$ cat src/rtl/ram_port_arbiter_if.sv
// One requester's view of the shared image RAM: beat request/grant plus read return.
interface ram_port_arbiter_if #(
   parameter int ADDR_W = 12,
   parameter int DATA_W = 8
);
   logic              req;
   logic              we;
   logic [ADDR_W-1:0] addr;
   logic [DATA_W-1:0] wdata;
   logic              gnt;
   logic              rvalid;
   logic [DATA_W-1:0] rdata;

   modport master (output req, we, addr, wdata, input gnt, rvalid, rdata);
   modport slave  (input req, we, addr, wdata, output gnt, rvalid, rdata);
endinterface

$ cat src/rtl/ram_port_arbiter.sv
// Round-robin, burst-bounded arbiter sharing one single-port RAM between two requesters.
// Optional per-port grant and conflict statistics are enabled with macro ARB_STATS_EN.
module ram_port_arbiter #(
   parameter int ADDR_W    = 12,
   parameter int DATA_W    = 8,
   parameter int MAX_BURST = 16
) (
   input  logic               clk,
   input  logic               rst_n,
   ram_port_arbiter_if.slave  m0,
   ram_port_arbiter_if.slave  m1,
   output logic               ram_w_en,
   output logic               ram_r_en,
   output logic [ADDR_W-1:0]  ram_addr,
   output logic [DATA_W-1:0]  ram_wdata,
   input  logic [DATA_W-1:0]  ram_rdata
`ifdef ARB_STATS_EN
   ,
   output logic [15:0]        stat_gnt0,
   output logic [15:0]        stat_gnt1,
   output logic [15:0]        stat_conflict
`endif
);

   localparam int CNT_W = (MAX_BURST > 1) ? $clog2(MAX_BURST) : 1;
   localparam logic [CNT_W-1:0] LAST_BEAT = CNT_W'(MAX_BURST - 1);

   typedef enum logic [1:0] {IDLE, OWN0, OWN1} state_t;

   state_t           state_q, state_d;
   logic             rr_ptr_q, rr_ptr_d;
   logic [CNT_W-1:0] beat_cnt_q, beat_cnt_d;
   logic             rvalid0_q, rvalid0_d;
   logic             rvalid1_q, rvalid1_d;
   logic             at_limit;

   always_ff @(posedge clk or negedge rst_n) begin
      if (!rst_n) begin
         state_q    <= IDLE;
         rr_ptr_q   <= 1'b0;
         beat_cnt_q <= '0;
         rvalid0_q  <= 1'b0;
         rvalid1_q  <= 1'b0;
      end else begin
         state_q    <= state_d;
         rr_ptr_q   <= rr_ptr_d;
         beat_cnt_q <= beat_cnt_d;
         rvalid0_q  <= rvalid0_d;
         rvalid1_q  <= rvalid1_d;
      end
   end

   always_comb begin
      state_d    = state_q;
      rr_ptr_d   = rr_ptr_q;
      beat_cnt_d = beat_cnt_q;
      m0.gnt     = 1'b0;
      m1.gnt     = 1'b0;
      ram_w_en   = 1'b0;
      ram_r_en   = 1'b0;
      ram_addr   = '0;
      ram_wdata  = '0;
      at_limit   = (beat_cnt_q == LAST_BEAT);

      unique case (state_q)
         IDLE: begin
            if (m0.req && m1.req) state_d = rr_ptr_q ? OWN1 : OWN0;
            else if (m0.req)      state_d = OWN0;
            else if (m1.req)      state_d = OWN1;
         end
         OWN0: begin
            m0.gnt    = m0.req;
            ram_addr  = m0.addr;
            ram_wdata = m0.wdata;
            ram_w_en  = m0.req & m0.we;
            ram_r_en  = m0.req & ~m0.we;
            if (!m0.req)                state_d = m1.req ? OWN1 : IDLE;
            else if (at_limit && m1.req) state_d = OWN1;
            if (state_d != OWN0) rr_ptr_d = 1'b1;
         end
         OWN1: begin
            m1.gnt    = m1.req;
            ram_addr  = m1.addr;
            ram_wdata = m1.wdata;
            ram_w_en  = m1.req & m1.we;
            ram_r_en  = m1.req & ~m1.we;
            if (!m1.req)                state_d = m0.req ? OWN0 : IDLE;
            else if (at_limit && m0.req) state_d = OWN0;
            if (state_d != OWN1) rr_ptr_d = 1'b0;
         end
         default: state_d = IDLE;
      endcase

      // Count saturates so a lone owner can stream indefinitely without wrapping.
      if (state_d != state_q)                beat_cnt_d = '0;
      else if ((m0.gnt || m1.gnt) && !at_limit) beat_cnt_d = beat_cnt_q + 1'b1;
   end

   // Read valid follows the port that issued the read, even across an ownership switch.
   assign rvalid0_d = m0.gnt & ~m0.we;
   assign rvalid1_d = m1.gnt & ~m1.we;

   assign m0.rvalid = rvalid0_q;
   assign m1.rvalid = rvalid1_q;
   assign m0.rdata  = rvalid0_q ? ram_rdata : '0;
   assign m1.rdata  = rvalid1_q ? ram_rdata : '0;

`ifdef ARB_STATS_EN
   logic [15:0] stat_gnt0_q, stat_gnt1_q, stat_conflict_q;
   logic        conflict;

   assign conflict = ((state_q == OWN0) && m1.req) || ((state_q == OWN1) && m0.req);

   always_ff @(posedge clk or negedge rst_n) begin
      if (!rst_n) begin
         stat_gnt0_q     <= '0;
         stat_gnt1_q     <= '0;
         stat_conflict_q <= '0;
      end else begin
         if (m0.gnt && stat_gnt0_q != 16'hFFFF)     stat_gnt0_q     <= stat_gnt0_q + 16'd1;
         if (m1.gnt && stat_gnt1_q != 16'hFFFF)     stat_gnt1_q     <= stat_gnt1_q + 16'd1;
         if (conflict && stat_conflict_q != 16'hFFFF) stat_conflict_q <= stat_conflict_q + 16'd1;
      end
   end

   assign stat_gnt0     = stat_gnt0_q;
   assign stat_gnt1     = stat_gnt1_q;
   assign stat_conflict = stat_conflict_q;
`endif

endmodule

$ cat src/flat_wrapper.sv
// flat-port wrapper written by rule: the top's interface ports become plain ports
module ram_port_arbiter_flat 
#(
   parameter int ADDR_W    = 12,
   parameter int DATA_W    = 8,
   parameter int MAX_BURST = 16
)
  (clk, rst_n, ram_w_en, ram_r_en, ram_addr, ram_wdata, ram_rdata, m0_req, m0_we, m0_addr, m0_wdata, m0_gnt, m0_rvalid, m0_rdata, m1_req, m1_we, m1_addr, m1_wdata, m1_gnt, m1_rvalid, m1_rdata);
  ram_port_arbiter_if #(.ADDR_W(ADDR_W), .DATA_W(DATA_W)) m0_i ();
  ram_port_arbiter_if #(.ADDR_W(ADDR_W), .DATA_W(DATA_W)) m1_i ();
  input  logic clk;
  input  logic rst_n;
  output logic ram_w_en;
  output logic ram_r_en;
  output logic [ADDR_W-1:0] ram_addr;
  output logic [DATA_W-1:0] ram_wdata;
  input  logic [DATA_W-1:0] ram_rdata;
  input wire logic [$bits(m0_i.req)-1:0] m0_req;
  input wire logic [$bits(m0_i.we)-1:0] m0_we;
  input wire logic [$bits(m0_i.addr)-1:0] m0_addr;
  input wire logic [$bits(m0_i.wdata)-1:0] m0_wdata;
  output wire logic [$bits(m0_i.gnt)-1:0] m0_gnt;
  output wire logic [$bits(m0_i.rvalid)-1:0] m0_rvalid;
  output wire logic [$bits(m0_i.rdata)-1:0] m0_rdata;
  input wire logic [$bits(m1_i.req)-1:0] m1_req;
  input wire logic [$bits(m1_i.we)-1:0] m1_we;
  input wire logic [$bits(m1_i.addr)-1:0] m1_addr;
  input wire logic [$bits(m1_i.wdata)-1:0] m1_wdata;
  output wire logic [$bits(m1_i.gnt)-1:0] m1_gnt;
  output wire logic [$bits(m1_i.rvalid)-1:0] m1_rvalid;
  output wire logic [$bits(m1_i.rdata)-1:0] m1_rdata;
  assign m0_i.req = m0_req;
  assign m0_i.we = m0_we;
  assign m0_i.addr = m0_addr;
  assign m0_i.wdata = m0_wdata;
  assign m0_gnt = m0_i.gnt;
  assign m0_rvalid = m0_i.rvalid;
  assign m0_rdata = m0_i.rdata;
  assign m1_i.req = m1_req;
  assign m1_i.we = m1_we;
  assign m1_i.addr = m1_addr;
  assign m1_i.wdata = m1_wdata;
  assign m1_gnt = m1_i.gnt;
  assign m1_rvalid = m1_i.rvalid;
  assign m1_rdata = m1_i.rdata;
  ram_port_arbiter #(.ADDR_W(ADDR_W), .DATA_W(DATA_W), .MAX_BURST(MAX_BURST)) u_core (.clk(clk), .rst_n(rst_n), .m0(m0_i), .m1(m1_i), .ram_w_en(ram_w_en), .ram_r_en(ram_r_en), .ram_addr(ram_addr), .ram_wdata(ram_wdata), .ram_rdata(ram_rdata));
endmodule
$ cat config.mk
export PLATFORM = sky130hd
export DESIGN_NAME = ram_port_arbiter_flat
export DESIGN_NICKNAME = d
export VERILOG_FILES = /design/src/rtl/ram_port_arbiter_if.sv /design/src/rtl/ram_port_arbiter.sv /design/src/flat_wrapper.sv
export SDC_FILE = /design/constraint.sdc
export NUM_CORES = 1
export LEC_CHECK = 0
export ABC_AREA = 1
export CAP_MARGIN = 10
export CORE_MARGIN = 2
export CORE_UTILIZATION = 31
export DETAILED_ROUTE_END_ITERATION = 8
export GPL_ROUTABILITY_DRIVEN = 0
export HOLD_SLACK_MARGIN = 0.06
export PLACE_DENSITY = 0.86
export SYNTH_ARGS = -nofsm -noshare
export SYNTH_HDL_FRONTEND = slang
export SYNTH_SLANG_ARGS = --single-unit
$ cat constraint.sdc
create_clock -name clk -period 1.9 [get_ports clk]
set_input_delay 0.285 -clock clk [delete_from_list [all_inputs] [get_ports clk]]
set_output_delay 0.285 -clock clk [all_outputs]
set_load 0.02 [all_outputs]
# ---- Word-level counts from Yosys, hierarchy flattened
# Index checks and enable logic that the tools add are counted.
dict set report totals {
  output_inout_bits 42
  reg_bits 9
  elab_cells 58
  input_bits 54
}
dict set report classes {
  mux 26
  n_bitwise 8
  n_reduce_logical 10
  n_addsub 1
  n_eq_ne 8
}
# cell count
set ops {}
lappend ops {{12-bit one-hot mux with 2 select lines} 1}
lappend ops {{2-bit two-way mux} 11}
lappend ops {{8-bit two-way mux} 2}
lappend ops {{8-bit one-hot mux with 2 select lines} 1}
lappend ops {{4-bit two-way mux} 2}
lappend ops {{1-bit AND} 6}
lappend ops {{2-bit by 1-bit != test with 1-bit output (second input constant)} 3}
lappend ops {{1-bit one-hot mux with 2 select lines} 3}
lappend ops {{2-bit one-hot mux with 3 select lines} 1}
lappend ops {{1-bit two-way mux} 5}
lappend ops {{4-bit by 1-bit adder with 4-bit output (second input constant)} 1}
lappend ops {{4-bit == test (second input constant)} 1}
lappend ops {{1-bit logical AND} 4}
lappend ops {{2-bit nonzero test} 2}
lappend ops {{3-bit AND reduction} 1}
lappend ops {{2-bit by 1-bit == test with 1-bit output (second input constant)} 1}
lappend ops {{2-bit == test (second input constant)} 1}
lappend ops {{2-bit logical NOT} 1}
lappend ops {{2-bit != test} 1}
lappend ops {{2-bit != test (second input constant)} 1}
lappend ops {{1-bit inverter} 2}
lappend ops {{1-bit logical NOT} 1}
lappend ops {{1-bit logical OR} 1}

# ---- Longest topological paths before layout
# Gate-level depths: netlist (run 1).
dict set report depth {
  depth_word 8
  mapped_depth 14
  ltp_nobuf 14
}

# ---- Worst setup path after synthesis (run 1)
# No wires, ideal clock.
dict set report synth_path {
  path_kind {reg2out}
  start {register u_core.state_q[0]}
  end {output ram_addr[0]}
  stages_incl_launch_ff 6
  path_slack_ps 151
  required_time_ps 1615
  arrival_time_ps 1464
  cell_sequence {dfrtp_1 -> inv_1 -> ha_1 -> clkbuf_1 -> nand2_1 -> a21oi_1}
}
dict set report synth_via {
  elab_chain_len 2
  word_cells_on_any_way 3
}
# element line
set synth_rtl {}
lappend synth_rtl {{start: declaration} ram_port_arbiter.sv:30} ;# state_t state_q, state_d;
lappend synth_rtl {{start signal: assignment} ram_port_arbiter.sv:45} ;# state_q <= state_d;
lappend synth_rtl {{2-bit == test or 2-bit by 1-bit == test with 1-bit output (tied branches)} ram_port_arbiter.sv:65} ;# unique case (state_q)
lappend synth_rtl {{12-bit one-hot mux with 2 select lines *} ram_port_arbiter.sv:65}
lappend synth_rtl {{end: declaration} flat_wrapper.sv:15} ;# output logic [ADDR_W-1:0] ram_addr;
# Mark *: on every way between the ends. The rest lies on a longest branch, timed or not.

# ---- Worst setup path after layout (run 1)
dict set report layout_path {
  start {register u_core.state_q[0]}
  end {output ram_addr[10]}
}
# The elaborated chain is that of the path after synthesis.

==> flow_metrics.tcl, run 1 <==
set metrics [dict create \
    power.total_mw 2.36 \
    design_area_um2 2240 \
    skew_ns 0.00551 \
    grt_pass1_wl_um 5580 \
    synthArstFlopShare 1.00 \
    start_util 0.331 \
    cp.required_ns 1.62 \
    cp_slowest_stage_delay_ns 0.39 \
    area_growth_pct 118 \
    cts_buffer_depth 2 \
    maxCapViolations 0 \
    tightest_slew_ns 0.435 \
    pwr-share-comb 0.816 \
    fmax_mhz 533 \
    path_max_fanout 22 \
    wirelength_um 3980 \
    rows 20 \
    drtIter0Drc 29 \
    drc 0 \
    ys_types 15 \
    synth_area_um2 1030 \
    critPathTopFamily "buffers and inverters" \
    wl_per_cell_um 11.5 \
    drtAntennaViolNets 0 \
    cts-htree-levels 1 \
    ir_worst_vdd_mv 0.848 \
    die_h_um 61.6 \
    synth-edff-count 0 \
    cp_cell_sequence "inv_2, ha_1, inv_2, buf_12, a21oi_1, buf_4" \
    clkTransAtPathRegs_ns 0.06 \
    syn-num-nets 249 \
    relSlewSlack 0.709 \
    clockRootBuffer "clkbuf_4" \
    status "complete, no violations" \
    placed_area_um2 2190 \
    crit_top_cell "inv_2" \
    power.density_nw_per_um2 1050 \
    grtUsageTotal 0.193 \
    clock_sinks 9 \
    synth_flop_cell "dfrtp_1" \
    finalHoldViolCount 0 \
    drt-pass1-iter-count 4 \
    pin_count 96 \
    critPathCaptureType "output port" \
    clk_latency_ns 0.27 \
    via_count 1539 \
    grt_pass1_vias 1379 \
    rsz0062_at_grt "yes" \
    coreArea_um2 3100 \
    period_needed_ns 1.88 \
    grt_overflow 0 \
    r2r_cells 12 \
    io_buffers 95 \
    antenna_found_initial 0 \
    final_util 0.722 \
    vias_per_cell 4.45 \
    num_antenna_cells 0 \
    synth_cells 190 \
    power.leakage_nw 1.12 \
    ctsHoldBuffers 0 \
    crit_path_top_delay_cell "dfrtp_1" \
    numCtsBuffers 3 \
    p_sw_frac 0.497 \
    crit_cells 6 \
    hold_slack_ns 0.323 \
    n_fill_cell 289 \
    cp_num_buf_inv 4 \
    switchingPower_mw 1.17 \
    drive_above_1_share 0.228 \
    synthTopCellsByArea "nand2_1 30%, dfrtp_1 22%, inv_1 11%, a21oi_1 11%, ha_1 6.1%" \
    ys_ff_latch 9 \
    grt_max_degree 23 \
    p_clk_frac 0.064 \
    setup_viol 0 \
    crit_path_start_kind "flip-flop" \
    die_w_um 61.6 \
    yosysTopAreaCell "nand2_1" \
    hold_path_class "in -> async" \
    synth_area_per_cell_um2 5.41 \
    crit_type "reg -> out" \
    synth-seq-area-share 0.219 \
    p_int_mw 1.19 \
    cp.arrival_ns 1.59 \
    ys_warn_count 0 \
    synth_commonest_cells "82 x nand2_1, 30 x inv_1, 22 x a21oi_1" \
    seq_power_share 0.120 \
    nNetsFinal 362 \
    die_area_um2 3790 \
    period_share 0.988 \
    cts_tree "yes" \
    dpl.hpwl_um 3170 \
    synth_top_area_frac 0.299 \
    yosysMostFrequentCell "nand2_1" \
    slew_viol_final 0 \
]
==> sequential cells by signal (all words and copies together), names as in the netlist <==
register,count
u_core.beat_cnt_q,4
u_core.state_q,2
u_core.m0.rvalid,1
u_core.m1.rvalid,1
u_core.rr_ptr_q,1
==> per-stage QoR <==
step,std cells,setup slack (ns),TNS (ns)
floorplan,190,0.151,0
global placement,341,-0.155,-1.84
detailed placement,341,-0.201,-3.35
CTS,345,-0.0959,-0.159
global route,346,-0.0378,-0.0398
finish,346,0.0233,0
==> layout make-up <==
cell class | count | area [um2] | share of cell area
clock buffer | 4 | 26.3 | 0.0117
inverter | 30 | 113 | 0.0503
sequential | 9 | 225 | 0.101
multi-input combinational | 143 | 729 | 0.326
tap | 44 | 55.1 | 0.0246
timing repair buffer | 116 | 1090 | 0.487
==> layout by cell type, fill, tap and decap left out, drive strengths merged <==
| cell type | n |
|---|---|
| a31o | 1 |
| dfrtp | 9 |
| o21ai | 4 |
| clkdlybuf4s15 | 2 |
| xor2 | 2 |
| ha | 5 |
| inv | 30 |
| nand3 | 7 |
| clkdlybuf4s50 | 71 |
| nor2 | 12 |
| o211ai | 1 |
| nand2 | 86 |
| a21oi | 22 |
| buf | 43 |
| nand4 | 3 |
| clkbuf | 4 |
==> kinds of logic after synthesis <==
logic type,count (synthesis),share of synthesized area
adder cells (fa/ha/maj),5,0.0608
XOR/XNOR,2,0.0170
buffers and inverters,38,0.139
flip-flops,9,0.219
AND/OR/NAND/NOR,108,0.422
AO/OA/AOI/OAI,28,0.142
==> layer usage <==
metal / GRT usage / share of wire
met3: 0.0588 / 0.076
met2: 0.359 / 0.54
met4: 0.0243 / 0.0020
met1: 0.220 / 0.38
met5: 0 / 0
==> path summary, 6_finish.rpt <==
| check | startpoint | endpoint | slack (ns) |
|---|---|---|---|
| max reg2reg | u_core.state_q[0] | u_core.beat_cnt_q[0] | 0.18 |
| max | u_core.state_q[0] | ram_addr[10] | 0.02 |
| min reg2reg | u_core.rr_ptr_q | u_core.rr_ptr_q | 0.53 |
| max in group asynchronous | rst_n | u_core.beat_cnt_q[2] | 1.27 |
| min | rst_n | u_core.rr_ptr_q | 0.32 |
| min in group clk | u_core.rr_ptr_q | u_core.rr_ptr_q | 0.53 |
==> repair_timing <==
action,in CTS,in global routing
setup endpoints to repair,24,28
gates resized for setup,92,41
buffers inserted,0,1
==> power by group through the flow <==
stage	clock (mW)	combinational [mW]	sequential [mW]
floorplan	0	0.906	0.284
global placement	0	1.82	0.279
detailed placement	0	1.85	0.284
CTS	0.157	1.72	0.280
global route	0.168	2.08	0.288
finish	0.152	1.92	0.282
(Power assumes the default switching activity.)
==> run 2, diff against run 1 <==
Settings changed: ABC_AREA 1 to default, PLACE_DENSITY 0.86 to 0.85.
==> run 2 against run 1 <==
Net effect:
- clock skew down 0.0025 ns
- critical path depth is 1 higher
- die area up 2.6%
- sequential power up 6%
==> flow_metrics.tcl, run 2 <==
set metrics [dict create \
    final_common_cell "clkdlybuf4s50_1" \
    placedCellCount 290 \
    instances_no_fill 297 \
    io_buffers 95 \
    start_util 0.319 \
    placed_area_um2 2230 \
    crit_type "reg -> reg" \
    finalHoldViolCount 0 \
    synthMuxAreaShare 0.0414 \
    synth_area_um2 1060 \
    ys_types 38 \
    synth-edff-count 0 \
    vias_per_cell 5.01 \
    regMostFlops "u_core.beat_cnt_q" \
    die_w_um 62.4 \
    dpl.hpwl_um 3390 \
    numCtsBuffers 3 \
    wl_met2_um 2270 \
    ir_worst_vdd_mv 1.28 \
    die_h_um 62.4 \
    grt_overflow 0 \
    power.leakage_nw 1.00 \
    design_area_um2 2360 \
    synth-compound-area-share 0.297 \
    met3RoutedLength_um 294 \
    yosys.area_share.adder 0.0592 \
    num_antenna_cells 0 \
    rows 21 \
    setup_viol 0 \
    clkTransAtPathRegs_ns 0.08 \
    cp.arrival_ns 2.05 \
    clock_sinks 9 \
    period_share 0.994 \
    power.density_nw_per_um2 1160 \
    synth_top_family_by_area "simple AND/OR/NAND/NOR gates" \
    cp_cell_sequence "buf_6, buf_6, mux2_4, o21a_4, a211o_1, a21oi_4, nor4b_2" \
    drive_above_1_share 0.339 \
    die_area_um2 3890 \
    maxCapViolations 0 \
    clk_latency_ns 0.28 \
    synth_simple_gate_area_frac 0.342 \
    crit_top_cell "buf_6" \
    fmax_mhz 530 \
    cts_buffer_depth 2 \
    clockRootBuffer "clkbuf_4" \
    antenna_found_initial 0 \
    cts-htree-levels 1 \
    synth-seq-area-share 0.213 \
    relSlewSlack 0.713 \
    grt_pass1_vias 1434 \
    skew_ns 0.00299 \
    period_needed_ns 1.89 \
    final_cell_mix "70 x clkdlybuf4s50_1, 23 x buf_4, 21 x nor2b_1" \
    synth_commonest_cells "21 x a22oi_1, 21 x nor2b_1, 16 x and2_1" \
    cp.required_ns 2.06 \
    synthTopCellsByArea "dfrtp_1 21%, a22oi_1 15%, nor2b_1 12%, and2_1 9.5%, ha_1 5.9%" \
    pin_count 96 \
    grt_pass1_wl_um 7110 \
    drt-pass1-iter-count 4 \
    drc 0 \
    critPathCaptureType "flip-flop" \
    via_count 1489 \
    area_growth_pct 124 \
    cts_tree "yes" \
    rsz0062_at_grt "yes" \
    synthArstFlopShare 1.00 \
    power.total_mw 2.73 \
    synth_top_area_frac 0.213 \
    synth_flop_cell "dfrtp_1" \
    tightest_slew_ns 0.429 \
    hold_path_class "in -> async" \
    m1WireLength_um 1820 \
    topRoutingLayerUsed "met4" \
    drtAntennaViolNets 0 \
    drtIter0Drc 106 \
    path_max_fanout 4 \
    ctsHoldBuffers 0 \
    yosys.area_share.xor_xnor 0.00828 \
    ys_ff_latch 9 \
    fin_setup_tns_ns 0 \
    wirelength_um 4430 \
    largest_reg_flops 4 \
    coreArea_um2 3310 \
    slew_viol_final 0 \
    nNetsFinal 311 \
    yosysTopAreaCell "dfrtp_1" \
    largestRegisters "u_core.beat_cnt_q x4, u_core.state_q x2" \
    status "complete, no violations" \
    n_fill_cell 293 \
    ys_warn_count 0 \
    grtUsageTotal 0.222 \
    grt_max_degree 21 \
    final_util 0.714 \
    cp_slowest_stage_delay_ns 0.46 \
    synth_cells 133 \
    crit_path_top_delay_cell "dfrtp_2" \
    crit_path_start_kind "flip-flop" \
    synth_area_per_cell_um2 7.95 \
    wl_per_cell_um 14.9 \
    syn-num-nets 192 \
]
run 2: cell types whose count changed after synthesis, sizes merged, moves of 3 or more:
cell / delta
a22oi: +21
nor2: -5
inv: -25
nor2b: +21
clkbuf: -3
mux2: +3
and2: +16
a21oi: -19
nand3: -6
nand2: -80
nor3: +4
run 2: per-layer routing:
metal	up-vias	global-route usage
li1	724	-
met1	701	0.267
met2	60	0.402
met3	4	0.0505
met4	0	0.0444
met5	-	0
run 2: critical path, delay by kind of cell, from the launching register on:
kind / cells / cell delay [ns]
mux: 1 / 0.27
compound gates: 3 / 0.73
simple gates: 1 / 0.07
flops: 1 / 0.46
buf+inv: 2 / 0.24
run 2: power by group:
| part | switching, mW | internal [mW] |
|---|---|---|
| registers | 0.0566 | 0.242 |
| logic | 1.13 | 1.14 |
| clock network | 0.0909 | 0.0782 |
| total | 1.27 | 1.46 |
run 2: final timing paths:
path	from	endpoint	slack, ns	cells past startpoint
min	rst_n	u_core.beat_cnt_q[3]	0.31	1
max in group asynchronous	rst_n	u_core.state_q[1]	1.27	1
min in group clk	m0_req	u_core.m0.rvalid	0.39	3
max	u_core.state_q[1]	u_core.beat_cnt_q[3]	0.01	7
min reg2reg	u_core.rr_ptr_q	u_core.rr_ptr_q	0.52	2
max reg2reg	u_core.state_q[1]	u_core.beat_cnt_q[3]	0.01	7
run 2: cell families (layout without fill, tap and decap cells):
kind of cell / after synthesis / in the layout
simple gates: 62 / 62
compound gates: 41 / 41
buf+inv: 11 / 129
flops: 9 / 9
fa+ha+maj: 5 / 5
mux: 4 / 4
xor+xnor: 1 / 1
run 2: area by class of cell:
| class | count | area [um2] | area share |
|---|---|---|---|
| repair buffers | 120 | 1080 | 0.458 |
| multi-input cells | 113 | 950 | 0.402 |
| flip-flops and latches | 9 | 226 | 0.0958 |
| well taps | 46 | 57.6 | 0.0243 |
| clock buffers | 3 | 22.5 | 0.00952 |
| inverters | 5 | 21.3 | 0.00899 |
| clock inverters | 1 | 5.00 | 0.00212 |
run 2: through the flow:
| step | setup slack (ns) | hold slack, ns |
|---|---|---|
| 6_report | 0.0119 | 0.305 |
| 5_1_grt | -0.0373 | 0.344 |
| 4_1_cts | 0.000719 | 0.315 |
| 3_5_place_dp | -0.234 | 0.512 |
| 3_3_place_gp | -0.212 | 0.489 |
| 2_1_floorplan | 0.0561 | -0.0106 |
run 2: repair_timing:
item / in CTS / in global routing
pin swaps: 4 / 7
setup buffers: 2 / 1
setup endpoints to repair: 26 / 28
gates resized for setup: 108 / 31
==> run 3, diff against run 2 <==
Settings changed: PLACE_DENSITY 0.85 to 0.78.
==> run 3 against run 2 <==
Net effect:
- critical endpoint is now ram_wdata[3]
- highest routed layer unchanged
- maximum frequency increased by 1.1%
- non-clock buffer count decreased by 2
- critical path depth decreased by 1
- largest cell class unchanged
==> flow_metrics.tcl, run 3 (same netlist as run 2, synthesis figures left out) <==
set metrics [dict create \
    critPathCaptureType "output port" \
    cp.required_ns 1.62 \
    grt_pass1_wl_um 6980 \
    grt_pass1_vias 1401 \
    r2r_cells 9 \
    grtUsageTotal 0.222 \
    met3RoutedLength_um 298 \
    dpl.hpwl_um 3340 \
    hold_path_class "in -> async" \
    clkTransAtPathRegs_ns 0.08 \
    die_w_um 62.4 \
    setup_ws_ns 0.0328 \
    die_h_um 62.4 \
    status "complete, no violations" \
    rsz0062_at_grt "yes" \
    cts_buffer_depth 2 \
    p_sw_frac 0.465 \
    final_cell_mix "70 x clkdlybuf4s50_1, 31 x buf_4, 21 x nor2b_1" \
    clockRootBuffer "clkbuf_4" \
    period_share 0.983 \
    crit_cells 6 \
    drtAntennaViolNets 0 \
    period_needed_ns 1.87 \
    p_clk_frac 0.065 \
    via_count 1493 \
    instances_no_fill 295 \
    placed_area_um2 2200 \
    crit_path_top_delay_cell "dfrtp_1" \
    fin_setup_tns_ns 0 \
    final_common_cell "clkdlybuf4s50_1" \
    power.leakage_nw 0.995 \
    tightest_slew_ns 0.447 \
    drt-pass1-iter-count 4 \
    largestRegisters "u_core.beat_cnt_q x4, u_core.state_q x2" \
    num_antenna_cells 0 \
    setup_viol 0 \
    io_buffers 95 \
    cp_slowest_stage_delay_ns 0.39 \
    vias_per_cell 5.06 \
    drive_above_1_share 0.361 \
    wirelength_um 4560 \
    power.density_nw_per_um2 1140 \
    skew_ns 0.00703 \
    cts-htree-levels 1 \
    wl_met2_um 2380 \
    placedCellCount 286 \
    switchingPower_mw 1.26 \
    wl_per_cell_um 15.4 \
    pwr-share-comb 0.832 \
    cp.arrival_ns 1.58 \
    nNetsFinal 309 \
    cp_cell_sequence "buf_4, ha_4, buf_12, a22oi_2, nor2b_1, buf_4" \
    area_growth_pct 124 \
    critPathTopFamily "buffers and inverters" \
    drtIter0Drc 56 \
    p_int_mw 1.45 \
    crit_top_cell "buf_4" \
    crit_type "reg -> out" \
    topRoutingLayerUsed "met4" \
    n_fill_cell 264 \
    regArea_um2 225 \
    rows 21 \
    hold_slack_ns 0.294 \
    path_max_fanout 11 \
    multiInputGateArea_um2 956 \
    seq_power_share 0.103 \
    m1WireLength_um 1800 \
    dp_slack_ns -0.277 \
    die_area_um2 3890 \
    finalHoldViolCount 0 \
    coreArea_um2 3310 \
    clk_latency_ns 0.30 \
    largest_reg_flops 4 \
    start_util 0.319 \
    numCtsBuffers 3 \
    design_area_um2 2370 \
    pin_count 96 \
    regMostFlops "u_core.beat_cnt_q" \
    antenna_found_initial 0 \
    fmax_mhz 536 \
    clock_sinks 9 \
    grt_max_degree 24 \
    ir_worst_vdd_mv 1.08 \
    power.total_mw 2.71 \
    maxCapViolations 0 \
    crit_path_start_kind "flip-flop" \
    final_util 0.716 \
    cts_tree "yes" \
    grt_overflow 0 \
    cp_num_buf_inv 3 \
    slew_viol_final 0 \
    drc 0 \
    relSlewSlack 0.701 \
]
==> run 3: path summary, 6_finish.rpt <==
kind                                   endpoint              start  slack (ns)
setup reg to reg           u_core.beat_cnt_q[2]  u_core.state_q[1]        0.06
setup / recovery                   ram_wdata[3]  u_core.state_q[0]        0.03
hold / removal             u_core.beat_cnt_q[2]              rst_n        0.29
min in group clk               u_core.m0.rvalid             m0_req        0.34
hold reg to reg                 u_core.rr_ptr_q    u_core.rr_ptr_q        0.52
max in group asynchronous       u_core.rr_ptr_q              rst_n        1.29
==> run 3: what timing repair did <==
action	CTS	global route
pin swaps	0	2
hold buffers	0	0
buffers inserted	1	3
gates resized for setup	95	51
cloned	0	1
endpoints found under the setup margin	25	25
==> run 3: power groups by stage <==
stage                     registers, mW  logic [mW]  clock network (mW)
after global placement            0.282        1.95                   0
after detailed placement          0.285        2.01                   0
final                             0.280        2.25               0.176
after floorplan                   0.292        1.07                   0
after global routing              0.287        2.42               0.194
after CTS                         0.281        1.97               0.172
==> run 3: final cells by class <==
cell class	count	area share
timing repair buffer	118	0.458
clock inverter	1	0.00211
clock buffer	3	0.00950
inverter	5	0.00792
sequential	9	0.0950
tap	46	0.0243
multi-input combinational	113	0.403
==> run 3: metal layers <==
layer / track usage / vias to the layer above
li1: - / 717
met5: 0 / -
met3: 0.0450 / 12
met4: 0.0667 / 0
met2: 0.402 / 73
met1: 0.261 / 691
